--- src/rtl/multi_channel_timer.sv ---
// multi_channel_timer
//
// Memory-mapped timer peripheral. A prescaler divides clk down to a periodic
// tick. The tick advances a free-running 32-bit TIME counter and decrements
// N_CH countdown channels. Each channel can be one-shot or periodic, and each
// one sets a sticky pending bit when it expires. The pending bits, masked by
// IRQ_EN, are OR-reduced into one level interrupt.
//
// Ports
//   clk    in   1       system clock
//   rst    in   1       asynchronous active-high reset
//   cs     in   1       bus select
//   we     in   1       write enable (qualified by cs)
//   addr   in   ADDR_W  word address
//   wdata  in   32      write data
//   rdata  out  32      registered read data, valid one cycle after cs & !we
//   timer  out  32      free-running tick count (TIME register)
//   tick   out  1       one-cycle pulse on each prescaler expiry
//   irq    out  1       |(PEND & IRQ_EN)
//
// Word-address map
//   0 TIME (RW)   1 PEND (W1C)   2 IRQ_EN (RW)   3 reserved
//   Channel i at 4*(i+1): +0 LOAD (RW), +1 COUNT (RO),
//                         +2 CTRL (RW, bit0 EN, bit1 PERIODIC), +3 reserved

module multi_channel_timer #(
    parameter int TICK_DIV = 100_000,
    parameter int N_CH     = 4,
    parameter int CNT_W    = 32,
    parameter int ADDR_W   = 6
) (
    input  logic              clk,
    input  logic              rst,
    input  logic              cs,
    input  logic              we,
    input  logic [ADDR_W-1:0] addr,
    input  logic [31:0]       wdata,
    output logic [31:0]       rdata,
    output logic [31:0]       timer,
    output logic              tick,
    output logic              irq
);

    localparam int PW = (TICK_DIV > 1) ? $clog2(TICK_DIV) : 1;
    localparam int BW = ADDR_W - 2;

    logic [PW-1:0]    presc_q, presc_d;
    logic [31:0]      time_q, time_d;
    logic [N_CH-1:0]  pend_q, pend_d;
    logic [N_CH-1:0]  irqEn_q, irqEn_d;
    logic [N_CH-1:0]  en_q, en_d;
    logic [N_CH-1:0]  per_q, per_d;
    logic [CNT_W-1:0] load_q [N_CH];
    logic [CNT_W-1:0] load_d [N_CH];
    logic [CNT_W-1:0] count_q [N_CH];
    logic [CNT_W-1:0] count_d [N_CH];
    logic [31:0]      rdata_q, rdata_d;

    logic [BW-1:0]    blk;
    logic [1:0]       sub;
    logic             wrEn;
    logic             rdEn;
    logic [N_CH-1:0]  chSel;

    // The upper address bits select a block: block 0 holds the global
    // registers and block i+1 holds channel i. The low two bits select the
    // word within the block.
    assign blk  = addr[ADDR_W-1:2];
    assign sub  = addr[1:0];
    assign wrEn = cs & we;
    assign rdEn = cs & ~we;

    assign tick  = (presc_q == PW'(TICK_DIV - 1));
    assign timer = time_q;
    assign rdata = rdata_q;
    assign irq   = |(pend_q & irqEn_q);

    // The prescaler wraps on its last count. Bus traffic never touches it.
    assign presc_d = tick ? '0 : presc_q + PW'(1);

    always_comb begin
        chSel = '0;
        for (int i = 0; i < N_CH; i++) begin
            chSel[i] = (blk == BW'(i + 1));
        end
    end

    // A bus write to TIME takes priority over the tick increment in the same
    // cycle.
    always_comb begin
        time_d = time_q;
        if (wrEn && blk == '0 && sub == 2'd0) begin
            time_d = wdata;
        end else if (tick) begin
            time_d = time_q + 32'd1;
        end
    end

    // Channel and pending logic. The W1C clear is applied first and the expiry
    // sets are ORed in after it, so an expiry wins over a clear in the same
    // cycle. A CTRL write masks that channel's tick in the same cycle.
    always_comb begin
        pend_d  = pend_q;
        irqEn_d = irqEn_q;
        en_d    = en_q;
        per_d   = per_q;
        for (int i = 0; i < N_CH; i++) begin
            load_d[i]  = load_q[i];
            count_d[i] = count_q[i];
        end

        if (wrEn && blk == '0 && sub == 2'd1) begin
            pend_d = pend_q & ~wdata[N_CH-1:0];
        end
        if (wrEn && blk == '0 && sub == 2'd2) begin
            irqEn_d = wdata[N_CH-1:0];
        end

        for (int i = 0; i < N_CH; i++) begin
            if (wrEn && chSel[i] && sub == 2'd0) begin
                load_d[i] = wdata[CNT_W-1:0];
            end
            if (wrEn && chSel[i] && sub == 2'd2) begin
                en_d[i]  = wdata[0];
                per_d[i] = wdata[1];
                if (wdata[0]) begin
                    count_d[i] = load_q[i];
                end
            end else if (tick && en_q[i]) begin
                // A count of 0 or 1 expires, so a LOAD of 0 behaves like a LOAD of 1.
                if (count_q[i] <= CNT_W'(1)) begin
                    pend_d[i] = 1'b1;
                    if (per_q[i]) begin
                        count_d[i] = load_q[i];
                    end else begin
                        count_d[i] = '0;
                        en_d[i]    = 1'b0;
                    end
                end else begin
                    count_d[i] = count_q[i] - CNT_W'(1);
                end
            end
        end
    end

    // Read mux. It sees the pre-update register contents. Anything unmapped
    // or reserved reads as zero.
    always_comb begin
        rdata_d = '0;
        if (blk == '0) begin
            case (sub)
                2'd0:    rdata_d = time_q;
                2'd1:    rdata_d = 32'(pend_q);
                2'd2:    rdata_d = 32'(irqEn_q);
                default: rdata_d = '0;
            endcase
        end else begin
            for (int i = 0; i < N_CH; i++) begin
                if (chSel[i]) begin
                    case (sub)
                        2'd0:    rdata_d = 32'(load_q[i]);
                        2'd1:    rdata_d = 32'(count_q[i]);
                        2'd2:    rdata_d = {30'd0, per_q[i], en_q[i]};
                        default: rdata_d = '0;
                    endcase
                end
            end
        end
    end

    // State registers. The reset is asynchronous and clears everything.
    // rdata only updates on a read cycle and otherwise holds its value.
    always_ff @(posedge clk or posedge rst) begin
        if (rst) begin
            presc_q <= '0;
            time_q  <= '0;
            pend_q  <= '0;
            irqEn_q <= '0;
            en_q    <= '0;
            per_q   <= '0;
            rdata_q <= '0;
            for (int i = 0; i < N_CH; i++) begin
                load_q[i]  <= '0;
                count_q[i] <= '0;
            end
        end else begin
            presc_q <= presc_d;
            time_q  <= time_d;
            pend_q  <= pend_d;
            irqEn_q <= irqEn_d;
            en_q    <= en_d;
            per_q   <= per_d;
            if (rdEn) begin
                rdata_q <= rdata_d;
            end
            for (int i = 0; i < N_CH; i++) begin
                load_q[i]  <= load_d[i];
                count_q[i] <= count_d[i];
            end
        end
    end

endmodule
--- config.mk ---
export PLATFORM = sky130hd
export DESIGN_NAME = multi_channel_timer
export DESIGN_NICKNAME = d
export VERILOG_FILES = /design/src/rtl/multi_channel_timer.sv
export SDC_FILE = /design/constraint.sdc
export NUM_CORES = 1
export LEC_CHECK = 0
export CORE_ASPECT_RATIO = 2
export CORE_MARGIN = 5
export CORE_UTILIZATION = 60
export DETAILED_ROUTE_END_ITERATION = 16
export PLACE_DENSITY = 0.8
export SLEW_MARGIN = 20
export SYNTH_ARGS = -nofsm -noshare
export SYNTH_HDL_FRONTEND = slang
export SYNTH_SLANG_ARGS = --single-unit
export TNS_END_PERCENT = 10
--- constraint.sdc ---
create_clock -name clk -period 38.7 [get_ports clk]
set_input_delay 7.74 -clock clk [delete_from_list [all_inputs] [get_ports clk]]
set_output_delay 7.74 -clock clk [all_outputs]
set_load 0.005 [all_outputs]
=== After elaboration in Yosys (flattened, before gate mapping) ===
Cells that the tools add are included.

* Muxes and demuxes: 62
* Reductions and logical operators: 40
* Bitwise logic cells: 6
* Equality and inequality tests: 15
* $add $sub $neg: 6
* Magnitude comparators: 4

{| class="wikitable"
|+ Operators by type and width
! operator !! number
|-
| $mux W32 || 27
|-
| $pmux W32 S3 || 5
|-
| $le A32 B1 Y1 const B || 4
|-
| $sub A32 B1 Y32 const B || 4
|-
| $add A32 B1 Y32 const B || 1
|-
| $mux W1 || 28
|-
| $logic_and A1 B1 Y1 || 20
|-
| $reduce_bool A2 Y1 || 9
|-
| $add A17 B1 Y17 const B || 1
|-
| $eq A17 B17 Y1 const B || 1
|-
| $mux W17 || 1
|-
| $reduce_and A3 Y1 || 4
|-
| $and A4 B4 Y4 || 2
|-
| $eq A4 B2 Y1 const B || 2
|-
| $ne A2 B1 Y1 const B || 4
|-
| $ne A2 B2 Y1 const B || 4
|-
| $reduce_and A2 Y1 || 4
|-
| $eq A4 B1 Y1 const B || 1
|-
| $eq A4 B3 Y1 const B || 1
|-
| $logic_not A4 Y1 || 1
|-
| $mux W4 || 1
|-
| $not A4 Y4 || 1
|-
| $reduce_or A4 Y1 || 1
|-
| $and A1 B1 Y1 || 2
|-
| other kinds (4) || 4
|}

* Word-level logic and storage cells: 154
* Flip-flop bits (word level): 353
* Output and inout bits: 66

=== Depth between registers and ports, before layout ===
Gate-level depths: netlist of the first run.

* Word-level depth: 7
* Gate-level depth with buffers: 10
* Gate-level depth less buffers: 8

=== Least setup slack after synthesis of the first run ===
OpenSTA, ideal clock, no wires.

* Kind: input -> register
* Start: input addr[3]
* End: register count_q[106] (netlist name)
* Arrival time: 9.802 ns
* Setup time: 0.116 ns
* Cell stages on the path: 8
* Path buffers: 2
* Path slack: 28.782 ns
* Cells stage by stage: clkbuf_1 nor4b_1 nand2_1 nand2b_1 o211a_1 clkbuf_1 nand2_1 o311ai_0

* Cells in the longest elaborated chain, start to end: 5
* Elaborated cells between the ends (all ways): 7

{| class="wikitable"
|+ Ends and longest elaborated chain
! item !! RTL line !! text
|-
| start: declaration || 36 || <nowiki>input logic [ADDR_W-1:0] addr,</nowiki>
|-
| $eq A4 B1 Y1 * || 84 || <nowiki>chSel[i] = (blk == BW'(i + 1));</nowiki>
|-
| $logic_and A1 B1 Y1 * (2 in series) || 123 || <nowiki>if (wrEn && chSel[i] && sub == 2'd2) begin</nowiki>
|-
| $ne A2 B2 Y1 (no source line) or $reduce_bool A2 Y1 (tied branches) || -- ||
|-
| $reduce_and A2 Y1 (no source line) || -- ||
|-
| end signal: indexed assignment || 198 || <nowiki>count_q[i] <= count_d[i];</nowiki>
|-
| end: declaration || 55 || <nowiki>logic [CNT_W-1:0] count_q [N_CH];</nowiki>
|}

Mark *: on every way between the ends. The rest lies on a longest branch, timed or not.
A chain may end at the register's enable or synchronous reset.

=== Final worst setup path of the first run ===
* Start: input addr[1]
* End: register count_q[13] (netlist name)

* Cells in the longest elaborated chain, start to end: 4
* Elaborated cells between the ends (all ways): 6

{| class="wikitable"
|+ Ends and longest elaborated chain
! item !! RTL line
|-
| $eq A2 B2 Y1 * || 123
|-
| $logic_and A1 B1 Y1 * || 123
|-
| $ne A2 B2 Y1 (no source line) or $reduce_bool A2 Y1 (tied branches) || --
|-
| $reduce_and A2 Y1 (no source line) || --
|}

Marked as above.

==> metrics, run 1 <==
core area 0.0335 mm^2; Post-synth EDFFs 0; first-pass GRT wire length 117 mm; count of final setup violators 0; skew final 0.0216 ns; post_cts resized 0; GPL Wtd Cong 1.08; total track usage 40.5%; ys async rst share 100%; DP Worst Slack 27.26 ns; clk slew on worst S/H paths 0.06 ns; Die ar. 0.0377 mm^2; Setup Fix Bufs, Post-CTS 0; CTS Buffer Depth 3; worst min path class register to register; Root Driver clkbuf_16; largest net degree at the start of global routing 88; #FFs+latches synth 353; Leak 9.94 nW; Setup TNS 0 ns; Non-Filler Instances 2616; share of layout cells above drive strength 1 12.2%; Yosys top cell area share 43.7%; final worst slack 27.62 ns; status completed; row count 95; count of cell types in the netlist 76; syn_nets 2177; Post-CTS Hold Buffers 0; Routed WL 78.4 mm; Post-DP Area 0.0216 mm^2; worst-path fanout max 22; Overflow after GRT 0; worst-skew pair later-pin latency 0.55 ns; Nets 2206; vias per cell 7.24; nature of the critical path startpoint primary input; unrepaired setup endpoints after global routing no; worst vdd rail ir drop 42.8 uV; Initial Utilization 60.3%; Die Y-Extent 270 um; CTS tree done; WP data required 39.17 ns; gate count of the mapped netlist 2125; Max-slew headroom 25.3%; initial antenna violation count 5; Num CTS Buffers 34; # DRC 0; critical path endpoint category register; cell area after layout 0.0227 mm^2; final hold vios 0; dpl cells 2554; Fillers 2742; DR WL/cell 30.0 um; Worst-Margin Slew 1.11 ns; Vias 18900; Synth Cell Area 0.0202 mm^2; Iter 0 DRT Violations 1946; Ys Warns 0; leading register cell type out of synthesis dfrtp_1; crit path time final 11.08 ns; Routed Antenna Nets 0; pwr/cell area 38.5 mW/mm^2; most common cell in the netlist dfrtp_1; largest cells by area after synthesis dfrtp_1 44%, mux2_2 8.2%, mux2i_1 5.1%; Slew Limit Fails 0; area delta synth->final 12.2%; DR pass1 iterations 9; hold path cells 1; Seq/Total Area, Yosys 43.7%; flop2flop setup slack 34.97 ns; I/O Pins 108; max-cap violations 0; Post-DP HPWL 55.3 mm; Arrival @ worst endpoint 11.55 ns; Synth top cells by count 353 x dfrtp_1, 174 x nand2_1, 165 x o21ai_0; Setup CP Type primary input to register; largest area contributor in the netlist dfrtp_1; Tcrit/Tclk final 28.6%; Mapped Avg Cell Area 9.52 um^2; die width 140 um; port bufs 107; cell depth of the worst flop-to-flop path 6; fin util 67.7%; htree depth 2; maximum clock rate 90.3 MHz; vias in the first global route 18500; # clock sinks 353
-- through the flow --
step                      power (W)  hold WS [ns]
after detailed placement   0.000535         0.484
after global routing       0.000899         0.530
after floorplan            0.000478         0.448
after global placement     0.000534         0.470
after CTS                  0.000872         0.492
final                      0.000874         0.495
-- worst max-delay path, cell delays in order --
cell	delay, ns
clkdlybuf4s50_1	1.07
and4b_1	0.63
nand2_1	0.49
nand2b_1	0.51
o211a_1	0.72
a22oi_1	0.23
nand3_1	0.13
-- logic make-up after synthesis --
kind of cell | Yosys count | share of synthesized area [%]
AND/OR/NAND/NOR | 704 | 17.5
buffers and inverters | 181 | 3.57
AO/OA/AOI/OAI | 582 | 19.3
XOR/XNOR | 45 | 1.95
multiplexers | 250 | 13.3
flip-flops | 353 | 43.7
adder cells (fa/ha/maj) | 10 | 0.619
-- worst paths after layout --
check,endpoint,start
hold / removal,presc_q[0],presc_q[0]
setup / recovery,count_q[13],addr[1]
hold reg to reg,presc_q[0],presc_q[0]
setup reg to reg,count_q[115],count_q[107]
max in group asynchronous,count_q[10],rst
min in group asynchronous,load_q[74],rst
-- routing by layer --
layer | global-route usage (%) | share of wire [%] | up-vias | routed length, um
li1 | - | - | 8085 | -
met1 | 45.2 | 33 | 9325 | 26000
met2 | 65.1 | 47 | 1166 | 36600
met3 | 7.52 | 8.2 | 363 | 6400
met4 | 36.2 | 12 | 0 | 9280
met5 | 0 | 0 | - | 0
-- where the power goes --
| group | internal [W] | switching [W] | total, W |
|---|---|---|---|
| Combinational | 0.0000484 | 0.0000729 | 0.000121 |
| Clock | 0.000188 | 0.000152 | 0.000340 |
| Sequential | 0.000389 | 0.0000233 | 0.000413 |
-- state kept, by name (all words and copies together) (netlist names) --
| signal | count |
|---|---|
| count_q | 128 |
| load_q | 128 |
| rdata | 32 |
| timer | 32 |
| presc_q | 17 |
| en_q | 4 |
| irqEn_q | 4 |
| pend_q | 4 |
| per_q | 4 |
-- final cells by class --
type                       count  area [um^2]  share of cell area (%)
sequential                   353         8830                    38.9
clock inverter                14          148                   0.651
tap                          436          546                    2.40
antenna                        4         10.0                  0.0441
clock buffer                  44          948                    4.18
inverter                      31          124                   0.546
multi-input combinational   1591        10700                    47.3
timing repair buffer         143         1340                    5.92
-- placed cells by master, fill, tap and decap left out, types with 33 or more instances in the layout --
cell type and count:
clkdlybuf4s50_1 106, nor3_1 90, a22oi_1 45, o21ai_0 165, nor2_1 158, nand3_1 74
a21oi_1 95, nand4_1 33, a221o_1 56, buf_4 36, mux2i_1 103, clkbuf_16 34
nand2_1 173, o211ai_1 38, mux2_2 147, dfrtp_1 353
(Power assumes the default switching activity.)
==> run 2: changes to the inputs <==
clock period = 10.3 ns   (was 38.7 ns; I/O delays follow)
==> metrics, run 2 (same netlist as run 1, synthesis figures left out) <==
status completed (unchanged); final hold vios 0 (unchanged); worst min path class register to register (unchanged); vias per cell 7.33 (was 7.24); DR pass1 iterations 6 (was 9); core area 0.0335 mm^2 (unchanged); I/O Pins 108 (unchanged); Iter 0 DRT Violations 2374 (was 1946); final worst slack 5.06 ns (was 27.62 ns); post_cts resized 0 (unchanged); Post-CTS Hold Buffers 0 (unchanged); crit path cell chain ha_1 > and4_1 > nand4_1 > inv_1 > clkdlybuf4s50_1 (was clkdlybuf4s50_1 > and4b_1 > nand2_1 > nand2b_1 > o211a_1 > a22oi_1 > nand3_1); Regs by FF count count_q x128, load_q x128 (unchanged); Initial Utilization 60.3% (unchanged); share of layout cells above drive strength 1 12.8% (was 12.2%); initial antenna violation count 3 (was 5); DP Worst Slack 4.58 ns (was 27.26 ns); DR WL/cell 30.2 um (was 30.0 um); vias in the first global route 19100 (was 18500); total track usage 41.1% (was 40.5%); flop2flop setup slack 6.42 ns (was 34.97 ns); CTS Buffer Depth 3 (unchanged); Fillers 2667 (was 2742); crit path time final 5.24 ns; Setup TNS 0 ns (unchanged); WP data required 8.24 ns (was 39.17 ns); row count 95 (unchanged); slowest library cell on the worst path nand4_1 (was clkdlybuf4s50_1); CTS tree done (unchanged); Max-slew headroom 27.1% (was 25.3%); critical path endpoint category output port (was register); htree depth 2 (unchanged); Slew Limit Fails 0 (unchanged); Routed WL 79.3 mm (was 78.4 mm); Die ar. 0.0377 mm^2 (unchanged); worst-skew pair later-pin latency 0.56 ns (was 0.55 ns); first-pass GRT wire length 118 mm (was 117 mm); die width 140 um (unchanged); clk slew on worst S/H paths 0.06 ns (about the same); Num CTS Buffers 35 (was 34); Die Y-Extent 270 um (unchanged); commonest non-fill, non-tap cell in the layout dfrtp_1 (unchanged); Leak 10.1 nW (was 9.94 nW); Worst-Margin Slew 1.08 ns (was 1.11 ns); maximum clock rate 191 MHz; Arrival @ worst endpoint 3.18 ns (was 11.55 ns); Setup Fix Bufs, Post-CTS 0 (unchanged); area delta synth->final 13.4% (was 12.2%); pwr/cell area 151 mW/mm^2 (was 38.5 mW/mm^2); worst vdd rail ir drop 146 uV (was 42.8 uV); highest cell delay on the worst timing path 0.60 ns (was 1.07 ns); largest net degree at the start of global routing 145 (was 88); count of final setup violators 0 (unchanged); Root Driver clkbuf_16 (unchanged); Setup CP Type register to output port (was primary input to register); Overflow after GRT 0 (unchanged); unrepaired setup endpoints after global routing no (unchanged); Vias 19300 (was 18900); Post-DP HPWL 56.7 mm (was 55.3 mm); cell area after layout 0.0229 mm^2 (was 0.0227 mm^2); Routed Antenna Nets 0 (unchanged); skew final 0.0281 ns (was 0.0216 ns); max-cap violations 0 (unchanged); port bufs 107 (unchanged); Tcrit/Tclk final 50.9%; worst-path fanout max 7 (was 22); Nets 2215 (was 2206); most frequent cells in the layout 353 x dfrtp_1, 173 x nand2_1, 165 x o21ai_0, 158 x nor2_1, 147 x mux2_2 (unchanged); # clock sinks 353 (unchanged); Post-DP Area 0.0216 mm^2 (about the same); nature of the critical path startpoint register (was primary input); GPL Wtd Cong 1.07 (was 1.08); # DRC 0 (unchanged)
==> run 2: per-stage QoR <==
| stage | cells | utilization (%) | hold slack, ns | total power, W |
|---|---|---|---|---|
| floorplan | 2125 | - | 0.448 | 0.00180 |
| global placement | 2562 | 64.5 | 0.478 | 0.00200 |
| detailed placement | 2562 | 64.5 | 0.487 | 0.00201 |
| CTS | 2623 | 68.3 | 0.496 | 0.00345 |
| global route | 2623 | 68.4 | 0.521 | 0.00356 |
| finish | 2625 | 68.4 | 0.499 | 0.00347 |
==> run 2: area by class of cell <==
type                    count  area, um^2  area share (%)
diodes                      2        5.00          0.0218
multi-input cells        1591       10700            46.8
well taps                 436         546            2.38
repair buffers            151        1420            6.19
flip-flops and latches    353        8830            38.5
inverters                  31         120           0.524
clock inverters            17         292            1.27
clock buffers              44         982            4.28
==> run 2: layer usage <==
layer  wire length (um)  up-vias  share of wire (%)  GRT usage (%)
li1                   -     8097                  -              -
met3               7620      514                9.6           9.73
met2              37900     1351                 48           67.5
met4               8940        0                 11           34.9
met1              24800     9291                 31           43.9
met5                  0        -                  0              0
==> run 2: critical path, delay by kind of cell (launching register included) <==
| family | cells | cell delay [ns] |
|---|---|---|
| adder cells (fa/ha/maj) | 1 | 0.26 |
| buffers and inverters | 2 | 1.01 |
| flip-flops | 1 | 0.40 |
| AND/OR/NAND/NOR | 2 | 0.96 |
==> run 2: path summary, 6_finish.rpt <==
path                         startpoint            to  cells past startpoint
min reg2reg                  presc_q[0]    presc_q[0]                      1
max                          presc_q[0]          tick                      5
min                          presc_q[0]    presc_q[0]                      1
max in group asynchronous           rst  count_q[125]                      4
max reg2reg                count_q[104]  count_q[103]                      6
min in group asynchronous           rst  count_q[104]                      3
==> run 2: power by group <==
| group | switching, W | internal, W | total [W] |
|---|---|---|---|
| registers | 0.000104 | 0.00146 | 0.00157 |
| clock network | 0.000575 | 0.000878 | 0.00145 |
| logic | 0.000266 | 0.000183 | 0.000449 |
